[config.mk]
export PLATFORM = sky130hd
export DESIGN_NAME = mod_74x191_n
export DESIGN_NICKNAME = d
export VERILOG_FILES = /design/src/rtl/mod_74x191_n.sv
export SDC_FILE = /design/constraint.sdc
export NUM_CORES = 1
export LEC_CHECK = 0
export CAP_MARGIN = 20
export CORE_MARGIN = 10
export CORE_UTILIZATION = 51
export DETAILED_ROUTE_END_ITERATION = 6
export PLACE_DENSITY = 0.94
export SLEW_MARGIN = 30
export SYNTH_ARGS = -nofsm -noshare
export SYNTH_HDL_FRONTEND = slang
export SYNTH_SLANG_ARGS = --single-unit
[constraint.sdc]
create_clock -name CLK -period 3.2 [get_ports CLK]
set_input_delay 0.64 -clock CLK [delete_from_list [all_inputs] [get_ports CLK]]
set_output_delay 0.64 -clock CLK [all_outputs]
set_load 0.02 [all_outputs]
[src/rtl/mod_74x191_n.sv]
// Cascade of 74x190/74x191-style up/down counters: STAGES 4-bit digits,
// binary or BCD, with synchronous load, count enable and terminal-count outputs.
module mod_74x191_n #(
    parameter int STAGES = 4,
    parameter bit DECADE = 1'b0
) (
    input  logic                  CLK,
    input  logic                  CLR_n,
    input  logic                  LOAD_n,
    input  logic                  CTEN_n,
    input  logic                  D_U,
    input  logic [4*STAGES-1:0]   D,
    output logic [4*STAGES-1:0]   Q,
    output logic                  MAX_MIN,
    output logic                  RCO_n
);

    localparam int         W   = 4 * STAGES;
    localparam logic [3:0] TOP = DECADE ? 4'd9 : 4'd15;

    logic [W-1:0] r_q;
    logic [W-1:0] w_next;
    logic         w_all_term;

    // Invalid BCD digits (10..15) fold to 0 going up and simply decrement going down.
    function automatic logic [3:0] step_digit(input logic [3:0] d, input logic down);
        if (!down) begin
            if (DECADE && (d >= 4'd9)) return 4'd0;
            return d + 4'd1;
        end
        if (DECADE && (d == 4'd0)) return 4'd9;
        return d - 4'd1;
    endfunction

    // A digit steps only while every lower digit sits at its terminal value.
    always_comb begin : p_next
        logic       v_carry;
        logic [3:0] v_dig;
        w_next     = r_q;
        v_carry    = 1'b1;
        for (int k = 0; k < STAGES; k++) begin
            v_dig = r_q[4*k +: 4];
            if (v_carry) begin
                w_next[4*k +: 4] = step_digit(v_dig, D_U);
            end
            v_carry = v_carry & (D_U ? (v_dig == 4'd0) : (v_dig == TOP));
        end
        w_all_term = v_carry;
    end

    always_ff @(posedge CLK or negedge CLR_n) begin
        if (!CLR_n) begin
            r_q <= '0;
        end else if (!LOAD_n) begin
            r_q <= D;
        end else if (!CTEN_n) begin
            r_q <= w_next;
        end
    end

    assign Q       = r_q;
    assign MAX_MIN = w_all_term;
    assign RCO_n   = ~(w_all_term & ~CTEN_n);

endmodule

# Word-level counts from Yosys, hierarchy flattened
# Cells that the tools add are included.
[op_classes] n_bitwise=6 eq_ne=8 add_sub_neg=8 mux=20 reduce_logical=7
[ops] operator="$mux 4" count=10
[ops] operator="$mux 16" count=2
[ops] operator="$add 4x1->4 const B" count=4
[ops] operator="$eq 4x4->1 const B" count=4
[ops] operator="$logic_not 4->1" count=4
[ops] operator="$sub 4x1->4 const B" count=4
[ops] operator="$mux 1" count=8
[ops] operator="$ne 2x1->1 const B" count=3
[ops] operator="$reduce_and 2->1" count=3
[ops] operator="$and 1x1->1" count=4
[ops] operator="$ne 2x2->1 const B" count=1
[ops] operator="$not 1->1" count=2
[totals] word_cells=53 output_inout_bits=18 input_bits=21 register_bits=16

# Depth between registers and ports, before layout
[depth] ltp_word=9 depth_mapped=7 ltp_nobuf=6

# Worst setup path before layout
# No wires, ideal clock.
[synth_path] path_type="in2out" from="in D_U" to="out MAX_MIN" arrival_time_ns=2.019 cell_stages=5 path_buffers=1 t_required_ns=2.560 setup_slack_ns=0.541 path_cell_list="buf_4 -> inv_1 -> nor4b_1 -> a21oi_1 -> nor4_1"
[synth_between] elab_chain_len=4 elab_cells_between_ends=7 cone_classes="mux (4); bitwise (3)"
[synth_rtl] item="start, declared" line_no="11" source="input logic D_U,"
[synth_rtl] item="$mux 1" line_no="46" source="v_carry = v_carry & (D_U ? (v_dig == 4'd0) : (v_dig == TOP));"
[synth_rtl] item="$and 1x1->1 (2 in a row)" line_no="46"
[synth_rtl] item="$and 1x1->1 (*)" line_no="46"
[synth_rtl] item="end, declared" line_no="14" source="output logic MAX_MIN,"
# Every way passes the cells marked *; elsewhere a longest branch is shown, timed or not.

# Final worst setup path
# Ends and elaborated chain as after synthesis.

==> impl_metrics.env <==
export IMPL_status="finished clean"
export IMPL_cts_sinks=16
export IMPL_start_util=0.531
export IMPL_via_per_inst=5.65
export IMPL_wire_per_inst_um=18.0
export IMPL_synth_distinct_cells=37
export IMPL_cts_setup_buffers=0
export IMPL_synth_simple_area_share=0.202
export IMPL_reg2regPathDepth=6
export IMPL_clk_latency_ns=0.29
export IMPL_globalplace_congestion=0.841
export IMPL_cp_required_ns=2.56
export IMPL_rsz0062_at_grt="false"
export IMPL_port_buffers=38
export IMPL_p_leak_nw=0.792
export IMPL_areaGrowthSynthToFinish_pct=41.2
export IMPL_cts_repair_resized=2
export IMPL_drt_iter0_drc=54
export IMPL_drive_gt1_frac=0.171
export IMPL_period_needed_ns=3.07
export IMPL_nNetsFinal=221
export IMPL_worstSetupPathType="in2out"
export IMPL_cp_arrival_ns=2.43
export IMPL_antenna_found_initial=0
export IMPL_total_power_mw=0.706
export IMPL_hold_viol=0
export IMPL_slew_headroom=0.491
export IMPL_slew_violations=0
export IMPL_io_pins=39
export IMPL_place_area_um2=1820
export IMPL_synth_area_per_cell_um2=9.75
export IMPL_cts_made_buffers=3
export IMPL_ir_drop_mv=0.286
export IMPL_synth_adder_area_share=0.137
export IMPL_grt_pass1_wl_um=6480
export IMPL_synth_top_family_by_area="simple AND/OR/NAND/NOR gates"
export IMPL_htreeDepth=1
export IMPL_placed_cells=213
export IMPL_netlist_instances=135
export IMPL_netlist_area_um2=1320
export IMPL_hpwlAfterDp_um=2980
export IMPL_ys_seq_elements=16
export IMPL_ant_nets=0
export IMPL_regToRegSetupSlack_ns=1.06
export IMPL_clock_path_buffers=2
export IMPL_cts_hold_buf=0
export IMPL_route_detailed_drc=0
export IMPL_routed_via_count=1225
export IMPL_cts_tree="yes"
export IMPL_whs_path_depth=2
export IMPL_die_y_um=70.8
export IMPL_ctsRootBufferMaster="clkbuf_4"
export IMPL_synth_xor_area_share=0.0798
export IMPL_rows=18
export IMPL_dieArea_um2=5010
export IMPL_power_per_cell_area_nw_per_um2=380
export IMPL_path_clk_slew_ns=0.10
export IMPL_yosysSeqAreaShare=0.304
export IMPL_finalCritPeriodShare=0.958
export IMPL_yosys_warnings=0
export IMPL_synth_compound_area_share=0.139
export IMPL_setup_viol=0
export IMPL_final_cell_area_um2=1860
export IMPL_drv_cap=0
export IMPL_synth_area_mux_share=0.0922
export IMPL_grt_use_total=0.151
export IMPL_drt_pass1_iterations=4
export IMPL_n_antenna_cell=0
export IMPL_grt_max_degree=31
export IMPL_core_area_um2=2480
export IMPL_first_global_vias=1433
export IMPL_syn_nets=168
export IMPL_finalNonFillerCells=217
export IMPL_hp_class="reg2reg"
export IMPL_largest_register_ffs=16
export IMPL_overflow=0
export IMPL_die_w_um=70.8
export IMPL_end_kind="output port"
export IMPL_tightest_slew_ns=0.761
export IMPL_tns_ns=0
export IMPL_max_freq_ghz=0.326
export IMPL_startpoint_type="primary input"
export IMPL_critPathMaxFanout=4
export IMPL_skew_ns=0.00309
export IMPL_wirelength_um=3910
[cell usage after synthesis]
cell / number / share of area
mux2i_2: 1 / 0.010
nor3b_1: 1 / 0.0057
buf_4: 1 / 0.0057
nor4b_2: 2 / 0.023
or2_4: 1 / 0.0067
nor2_1: 17 / 0.048
inv_1: 10 / 0.029
nand2_1: 2 / 0.0057
mux2_1: 1 / 0.0086
dfrtp_1: 16 / 0.30
a21bo_2: 1 / 0.0076
a31oi_1: 3 / 0.014
a21o_1: 4 / 0.023
nor4_4: 1 / 0.016
nor3_2: 1 / 0.0076
o221a_2: 1 / 0.0086
mux2_2: 3 / 0.026
fa_1: 4 / 0.061
nor4_1: 1 / 0.0048
ha_1: 8 / 0.076
xnor2_1: 10 / 0.067
nor4b_1: 1 / 0.0067
a21oi_1: 17 / 0.065
o21ai_0: 4 / 0.015
buf_1: 3 / 0.0086
and4_1: 1 / 0.0067
nor3_1: 2 / 0.0076
mux2i_4: 1 / 0.017
o211ai_1: 1 / 0.0057
clkbuf_1: 1 / 0.0028
or3_1: 2 / 0.0095
nand3_1: 2 / 0.0076
nand3b_1: 1 / 0.0057
mux2i_1: 4 / 0.030
and4b_1: 3 / 0.023
nor4b_4: 1 / 0.018
xor2_1: 2 / 0.013
[where the power goes]
part | internal, mW | total, mW | leakage, nW | switching (mW)
combinational | 0.154 | 0.295 | 0.591 | 0.141
sequential | 0.225 | 0.270 | 0.180 | 0.0443
clock | 0.0693 | 0.141 | 0.0210 | 0.0720
[cells by family (layout without fill, tap and decap cells)]
group | count (synthesis) | after routing
xor+xnor | 12 | 12
buf+inv | 15 | 67
simple gates | 39 | 39
flops | 16 | 16
fa+ha+maj | 12 | 12
compound gates | 31 | 31
mux | 10 | 10
[worst max-delay path, cell delays in order]
cell and delay (ns):
clkdlybuf4s50_1 0.53, inv_1 0.09, nor4b_1 0.36, a21oi_1 0.12, nor4_1 0.28, dlygate4sd2_1 0.39
[layout by cell type (no fill, tap or decap), types with 2 or more instances in the layout]
cell,synthesis,routed
or3_1,2,2
o21ai_0,4,4
inv_1,10,10
nand3_1,2,2
xor2_1,2,2
xnor2_1,10,10
dfrtp_1,16,16
a31oi_1,3,3
mux2i_1,4,4
buf_4,1,15
mux2_2,3,3
dlygate4sd2_1,0,2
and4b_1,3,3
fa_1,4,4
nor2_1,17,17
nand2_1,2,2
clkdlybuf4s50_1,0,36
ha_1,8,8
clkbuf_4,0,3
nor3_1,2,2
a21oi_1,17,17
a21o_1,4,4
nor4b_2,2,2
[path summary, 6_finish.rpt]
kind | startpoint | end
worst min-delay path | Q[7]$_DFFE_PN0P_ | Q[7]$_DFFE_PN0P_
worst max-delay path | D_U | MAX_MIN
max in group asynchronous | CLR_n | Q[3]$_DFFE_PN0P_
worst min register to register | Q[7]$_DFFE_PN0P_ | Q[7]$_DFFE_PN0P_
worst max register to register | Q[8]$_DFFE_PN0P_ | Q[13]$_DFFE_PN0P_
min in group asynchronous | CLR_n | Q[14]$_DFFE_PN0P_
[cell type report]
class,count,area (um^2)
Timing Repair Buffer,53,490
Sequential cell,16,400
Multi-Input combinational cell,104,856
Inverter,10,37.5
Clock buffer,4,36.3
Fill cell,164,619
Tap cell,30,37.5
[through the flow]
step	hold WS [ns]	setup WS (ns)	util
after global routing	0.697	0.0278	0.750
after global placement	0.613	-0.0143	0.736
after detailed placement	0.652	-0.0950	0.736
after floorplan	0.344	0.541	-
after CTS	0.664	0.128	0.750
final	0.678	0.134	0.750
[routing by layer]
metal,part of all wire,track usage,up-vias
met4,0.0069,0.0323,0
li1,-,-,582
met3,0.061,0.0460,4
met5,0,0,-
met1,0.40,0.156,602
met2,0.53,0.289,37
(Power assumes the default switching activity.)
